`src/rtl/branch_commit_queue_if.sv`:
```
// Bundles the decode, resolve, commit and flush signals of branch_commit_queue.
// The queue takes the slave modport. Producers and consumers take the master modport.
interface branch_commit_queue_if #(
   parameter int TAG_W = 4
);
   logic             alloc_valid;
   logic [31:0]      alloc_pc;
   logic [5:0]       alloc_op;
   logic [2:0]       alloc_op_type;
   logic             alloc_ready;
   logic [TAG_W-1:0] alloc_tag;
   logic             resolve_valid;
   logic [TAG_W-1:0] resolve_tag;
   logic             resolve_taken;
   logic [31:0]      resolve_target;
   logic             rob_commit;
   logic [31:0]      rob_pc_commit;
   logic [5:0]       rob_op_commit;
   logic [2:0]       rob_op_type;
   logic [31:0]      rob_result;
   logic [31:0]      rob_pc_result;
   logic             roll_back;
   logic [TAG_W:0]   count;

   modport master (
      output alloc_valid, alloc_pc, alloc_op, alloc_op_type,
      output resolve_valid, resolve_tag, resolve_taken, resolve_target, roll_back,
      input  alloc_ready, alloc_tag, rob_commit, rob_pc_commit, rob_op_commit,
      input  rob_op_type, rob_result, rob_pc_result, count
   );

   modport slave (
      input  alloc_valid, alloc_pc, alloc_op, alloc_op_type,
      input  resolve_valid, resolve_tag, resolve_taken, resolve_target, roll_back,
      output alloc_ready, alloc_tag, rob_commit, rob_pc_commit, rob_op_commit,
      output rob_op_type, rob_result, rob_pc_result, count
   );
endinterface

```
`src/rtl/branch_commit_queue.sv`:
```
// In-order commit queue for control-flow instructions. Entries are allocated in order and resolved out of order by tag.
// Entries retire in program order and produce one rob_* commit pulse each. A roll_back from the predictor flushes the queue.
module branch_commit_queue #(
   parameter int DEPTH = 16,
   parameter int TAG_W = 4
) (
   input  logic clk_in,
   input  logic rst_in,
   input  logic rdy_in,
   branch_commit_queue_if.slave bus
);
   localparam logic [TAG_W:0] FULL = (TAG_W+1)'(DEPTH);

   logic [DEPTH-1:0] valid_q, done_q, taken_q;
   logic [31:0]      pc_q     [DEPTH];
   logic [5:0]       op_q     [DEPTH];
   logic [2:0]       type_q   [DEPTH];
   logic [31:0]      target_q [DEPTH];
   logic [TAG_W-1:0] head, tail;
   logic [TAG_W:0]   count_q;

   logic        commit_q, taken_out_q;
   logic [31:0] pc_out_q, target_out_q;
   logic [5:0]  op_out_q;
   logic [2:0]  type_out_q;

   logic flush, do_alloc, do_resolve, do_commit;

   assign bus.alloc_ready = rdy_in && (count_q < FULL);
   assign bus.alloc_tag   = tail;
   assign bus.count       = count_q;

   assign flush      = rdy_in && bus.roll_back;
   assign do_alloc   = bus.alloc_valid && bus.alloc_ready && !bus.roll_back;
   assign do_resolve = bus.resolve_valid && rdy_in && !bus.roll_back && valid_q[bus.resolve_tag];
   assign do_commit  = valid_q[head] && done_q[head] && rdy_in && !bus.roll_back;

   assign bus.rob_commit    = commit_q;
   assign bus.rob_pc_commit = pc_out_q;
   assign bus.rob_op_commit = op_out_q;
   assign bus.rob_op_type   = type_out_q;
   assign bus.rob_result    = {31'b0, taken_out_q};
   assign bus.rob_pc_result = target_out_q;

   // The commit clear comes after the resolve set, so a resolve that hits the retiring head has no effect.
   always_ff @(posedge clk_in or negedge rst_in) begin
      if (!rst_in) begin
         valid_q      <= '0;
         done_q       <= '0;
         head         <= '0;
         tail         <= '0;
         count_q      <= '0;
         commit_q     <= 1'b0;
         pc_out_q     <= '0;
         op_out_q     <= '0;
         type_out_q   <= '0;
         taken_out_q  <= 1'b0;
         target_out_q <= '0;
      end else begin
         commit_q <= 1'b0;
         if (flush) begin
            valid_q <= '0;
            done_q  <= '0;
            head    <= '0;
            tail    <= '0;
            count_q <= '0;
         end else if (rdy_in) begin
            if (do_resolve) done_q[bus.resolve_tag] <= 1'b1;
            if (do_alloc) begin
               valid_q[tail] <= 1'b1;
               done_q[tail]  <= 1'b0;
               tail          <= tail + 1'b1;
            end
            if (do_commit) begin
               valid_q[head] <= 1'b0;
               done_q[head]  <= 1'b0;
               head          <= head + 1'b1;
               commit_q      <= 1'b1;
               pc_out_q      <= pc_q[head];
               op_out_q      <= op_q[head];
               type_out_q    <= type_q[head];
               taken_out_q   <= taken_q[head];
               target_out_q  <= target_q[head];
            end
            count_q <= count_q + (TAG_W+1)'(do_alloc) - (TAG_W+1)'(do_commit);
         end
      end
   end

   // The payload is read only while the matching valid/done bits are set, so it has no reset.
   always_ff @(posedge clk_in) begin
      if (do_alloc) begin
         pc_q[tail]   <= bus.alloc_pc;
         op_q[tail]   <= bus.alloc_op;
         type_q[tail] <= bus.alloc_op_type;
      end
      if (do_resolve) begin
         taken_q[bus.resolve_tag]  <= bus.resolve_taken;
         target_q[bus.resolve_tag] <= bus.resolve_target;
      end
   end
endmodule

```
`src/flat_wrapper.sv`:
```
// flat-port wrapper written by rule: the top's interface ports become plain ports
module branch_commit_queue_flat 
#(
   parameter int DEPTH = 16,
   parameter int TAG_W = 4
)
  (clk_in, rst_in, rdy_in, bus_alloc_valid, bus_alloc_pc, bus_alloc_op, bus_alloc_op_type, bus_resolve_valid, bus_resolve_tag, bus_resolve_taken, bus_resolve_target, bus_roll_back, bus_alloc_ready, bus_alloc_tag, bus_rob_commit, bus_rob_pc_commit, bus_rob_op_commit, bus_rob_op_type, bus_rob_result, bus_rob_pc_result, bus_count);
  branch_commit_queue_if #(.TAG_W(TAG_W)) bus_i ();
  input  logic clk_in;
  input  logic rst_in;
  input  logic rdy_in;
  input wire logic [$bits(bus_i.alloc_valid)-1:0] bus_alloc_valid;
  input wire logic [$bits(bus_i.alloc_pc)-1:0] bus_alloc_pc;
  input wire logic [$bits(bus_i.alloc_op)-1:0] bus_alloc_op;
  input wire logic [$bits(bus_i.alloc_op_type)-1:0] bus_alloc_op_type;
  input wire logic [$bits(bus_i.resolve_valid)-1:0] bus_resolve_valid;
  input wire logic [$bits(bus_i.resolve_tag)-1:0] bus_resolve_tag;
  input wire logic [$bits(bus_i.resolve_taken)-1:0] bus_resolve_taken;
  input wire logic [$bits(bus_i.resolve_target)-1:0] bus_resolve_target;
  input wire logic [$bits(bus_i.roll_back)-1:0] bus_roll_back;
  output wire logic [$bits(bus_i.alloc_ready)-1:0] bus_alloc_ready;
  output wire logic [$bits(bus_i.alloc_tag)-1:0] bus_alloc_tag;
  output wire logic [$bits(bus_i.rob_commit)-1:0] bus_rob_commit;
  output wire logic [$bits(bus_i.rob_pc_commit)-1:0] bus_rob_pc_commit;
  output wire logic [$bits(bus_i.rob_op_commit)-1:0] bus_rob_op_commit;
  output wire logic [$bits(bus_i.rob_op_type)-1:0] bus_rob_op_type;
  output wire logic [$bits(bus_i.rob_result)-1:0] bus_rob_result;
  output wire logic [$bits(bus_i.rob_pc_result)-1:0] bus_rob_pc_result;
  output wire logic [$bits(bus_i.count)-1:0] bus_count;
  assign bus_i.alloc_valid = bus_alloc_valid;
  assign bus_i.alloc_pc = bus_alloc_pc;
  assign bus_i.alloc_op = bus_alloc_op;
  assign bus_i.alloc_op_type = bus_alloc_op_type;
  assign bus_i.resolve_valid = bus_resolve_valid;
  assign bus_i.resolve_tag = bus_resolve_tag;
  assign bus_i.resolve_taken = bus_resolve_taken;
  assign bus_i.resolve_target = bus_resolve_target;
  assign bus_i.roll_back = bus_roll_back;
  assign bus_alloc_ready = bus_i.alloc_ready;
  assign bus_alloc_tag = bus_i.alloc_tag;
  assign bus_rob_commit = bus_i.rob_commit;
  assign bus_rob_pc_commit = bus_i.rob_pc_commit;
  assign bus_rob_op_commit = bus_i.rob_op_commit;
  assign bus_rob_op_type = bus_i.rob_op_type;
  assign bus_rob_result = bus_i.rob_result;
  assign bus_rob_pc_result = bus_i.rob_pc_result;
  assign bus_count = bus_i.count;
  branch_commit_queue #(.DEPTH(DEPTH), .TAG_W(TAG_W)) u_core (.clk_in(clk_in), .rst_in(rst_in), .rdy_in(rdy_in), .bus(bus_i));
endmodule
```
`config.mk`:
```
export PLATFORM = sky130hd
export DESIGN_NAME = branch_commit_queue_flat
export DESIGN_NICKNAME = d
export VERILOG_FILES = /design/src/rtl/branch_commit_queue_if.sv /design/src/rtl/branch_commit_queue.sv /design/src/flat_wrapper.sv
export SDC_FILE = /design/constraint.sdc
export NUM_CORES = 1
export LEC_CHECK = 0
export CAP_MARGIN = 5
export CORE_AREA = 4 4 284 286
export DETAILED_ROUTE_END_ITERATION = 6
export DIE_AREA = 0 0 288 290
export HOLD_SLACK_MARGIN = 0.15
export PLACE_DENSITY = 0.84
export RECOVER_POWER = 100
export SYNTH_ARGS = -nofsm -noshare
export SYNTH_HDL_FRONTEND = slang
export SYNTH_SLANG_ARGS = --single-unit
```
`constraint.sdc`:
```
create_clock -name clk_in -period 11.4 [get_ports clk_in]
set_input_delay 3.42 -clock clk_in [delete_from_list [all_inputs] [get_ports clk_in]]
set_output_delay 3.42 -clock clk_in [all_outputs]
set_load 0.01 [all_outputs]
```
==> metrics.txt <==
largest net degree at the start of global routing 119; Leak 18.74 nW; min-delay src u_core.bus.rob_pc_result[4]; Max Cap Violations 40; # DRC 0; initial antenna violation count 22; drt first pass iters 6; Die H 290 µm; HPWL after DPL 61.46 mm; Worst R2R Start u_core.head[1]; Chip Width 288 µm; Cell Area, Synth 0.05045 mm²; vias in the first global route 25850; Worst slew margin -261.4%; Top FF cell, synth edfxtp_1; CP peak stage delay 2.11 ns; fmax 103.1 MHz; critical-path cell list dlygate4sd3_1, clkbuf_1, nor2b_1, nand3_1, nor2_1, clkbuf_1; CTS Buffer Depth 3; R2R Setup Slk 5.35 ns; FF/Latch Area 0.03857 mm²; Vias/cell 6.873; hold depth 1; placeable core area 0.07836 mm²; die footprint 0.08352 mm²; global-route wire length before repair 178.2 mm; fillcell total 4239; Seq/Total Area, Yosys 76.43%; gr ovfl total 0; cells after synthesis 2155; syn_area_per_cell 23.41 µm²; library cells used by synthesis 55; GR Util All Layers 29.48%; slowest cell on the critical path nor2_1; hold_buf cts 0; final WL 120.3 mm; H-Tree Depth 3; Worst-path clk slew 0.06 ns; P&R area growth vs syn 13.28%; WHS Endpoint u_core.bus.rob_pc_result[4]; synth cell count leaders edfxtp_1 (1184), mux4_2 (377), dfrtp_1 (120), mux2_4 (49), clkbuf_1 (47); Yosys warning count 0; Avg WL per Cell 33.92 µm; Worst-Margin Slew 5.421 ns; FF+latch count, synth 1304; DRT iter0 DRCs 3413; EDFF count, synth 1184; area of the multi-input gates 0.01101 mm²; PortBufs 168; top cell type's share of synthesized area 70.47%; clock sink count 1304; synth top area cells edfxtp_1 (70%), mux4_2 (17%), dfrtp_1 (6.0%); gpl congestion 0.8526; CP dominant cell by count clkbuf_1; critical path class in2reg; unrepaired setup endpoints after global routing false; violated checks capacitance limit, slew limit; Max Slew Vio Count 1221; FF-to-FF End u_core.bus.count[4]; CTS Buf Count 119; Final min period 9.699 ns; Clk Latency, worst-skew pair 0.70 ns; via count 24380; clock root cell clkbuf_16; power density over cell area 184.3 mW/mm²; num rows 103; status finished, violations left; CTS tree yes; final period utilization 85.08%; crit start category input port; Initial Utilization 64.39%; WP data arrival 9.99 ns; Fin Clk Skew 0.04074 ns; setup bufs post-CTS 0; most frequent cell after synthesis edfxtp_1; peak supply drop 0.0001451 V; Max FO, Critical Path 45; Worst Setup End Kind flip-flop; Power Total 10.53 mW; post-cts sizing count 0; Layout Nets 2480; Worst EP required 11.69 ns; post-route ant nets 0; Post-synth ARST share 9.202%; setup TNS 0 ns; FF-to-FF path depth 17; largest area contributor in the netlist edfxtp_1; I/O pin cnt 200; final hold violations 0; layout cell share with drive strength beyond 1 25.57%; HP Class reg2reg; Setup Viol. Count Final 0
## cell families (layout without fill, tap and decap cells)
| family | count (synthesis) | count (layout) | share of synthesized area, % |
|---|---|---|---|
| compound gates | 89 | 89 | 1.176 |
| other cells | 1 | 41 | 0.007433 |
| simple gates | 124 | 124 | 1.262 |
| flops | 1304 | 1304 | 76.43 |
| mux | 458 | 458 | 19.02 |
| xor+xnor | 2 | 2 | 0.03473 |
| buf+inv | 163 | 465 | 1.706 |
| fa+ha+maj | 14 | 14 | 0.3621 |
## state kept, by name, summed over array words and instances, names as in the netlist, 3 cells and up
register and count:
u_core.pc_q 512, u_core.target_q 512, u_core.op_q 96, u_core.type_q 48, u_core.bus.rob_pc_commit 32, u_core.bus.rob_pc_result 32
u_core.done_q 16, u_core.taken_q 16, u_core.valid_q 16, u_core.bus.rob_op_commit 6, u_core.bus.count 5, u_core.bus.alloc_tag 4
u_core.head 4, u_core.bus.rob_op_type 3
## how the worst max path moves through the flow
stage / startpoint / end
finish: rdy_in / u_core.type_q[9][1]
global route: rdy_in / u_core.type_q[9][1]
CTS: rdy_in / bus_alloc_ready
detailed placement: rdy_in / bus_alloc_ready
global placement: rdy_in / bus_alloc_ready
floorplan: rdy_in / u_core.op_q[1][0]
## per-layer routing
metal	GRT usage (%)	up-vias	wire, µm
met5	0	-	213
met4	10.39	24	4348
met3	5.907	344	10960
met2	49.57	1678	63630
met1	39.25	12830	41180
li1	-	9506	-
## worst max-delay path, delay by kind of cell
family | cells | cell delay, ns
buffers and inverters | 3 | 3.26
AND/OR/NAND/NOR | 3 | 3.25
## layout by cell type, fill, tap and decap left out, drive strengths merged, types with 13 or more instances in the layout
master       synthesis  layout
mux4               377     377
o21ai               21      21
mux2                77      77
dfrtp              120     120
clkbuf              47     191
bufinv               0      18
nand2               25      25
ha                  13      13
nor2                39      39
dlygate4sd3          0     160
buf                 94      18
conb                 1      31
clkinv               1      43
a21oi               21      21
inv                 21      24
edfxtp            1184    1184
## final cells by class
type	instances	area share (%)
antenna	10	0.04379
clock buffer	159	5.813
clock inverter	67	1.513
inverter	22	0.1533
multi-input combinational	718	19.27
sequential	1304	67.49
tap	1050	2.299
timing repair buffer	217	3.418
## through the flow
step | utilization [%] | std cells | hold WS [ns] | instance area (µm²) | worst slack [ns]
3_5_place_dp | 68.16 | 3311 | 0.4916 | 53410 | 2.919
6_report | 72.94 | 3547 | 0.4805 | 57150 | 1.701
2_1_floorplan | - | 2185 | 0.4640 | 50560 | 3.812
4_1_cts | 73.50 | 3537 | 0.5064 | 57590 | 2.926
5_1_grt | 72.92 | 3542 | 0.5071 | 57140 | 1.493
3_3_place_gp | 68.16 | 3311 | 0.4788 | 53410 | 2.905
## where the power goes
| part | switching (mW) | internal, mW | total [mW] |
|---|---|---|---|
| Clock | 1.77 | 2.46 | 4.23 |
| Sequential | 0.0777 | 5.27 | 5.35 |
| Combinational | 0.484 | 0.477 | 0.961 |
No activity file was read; power rests on OpenSTA's default activity.
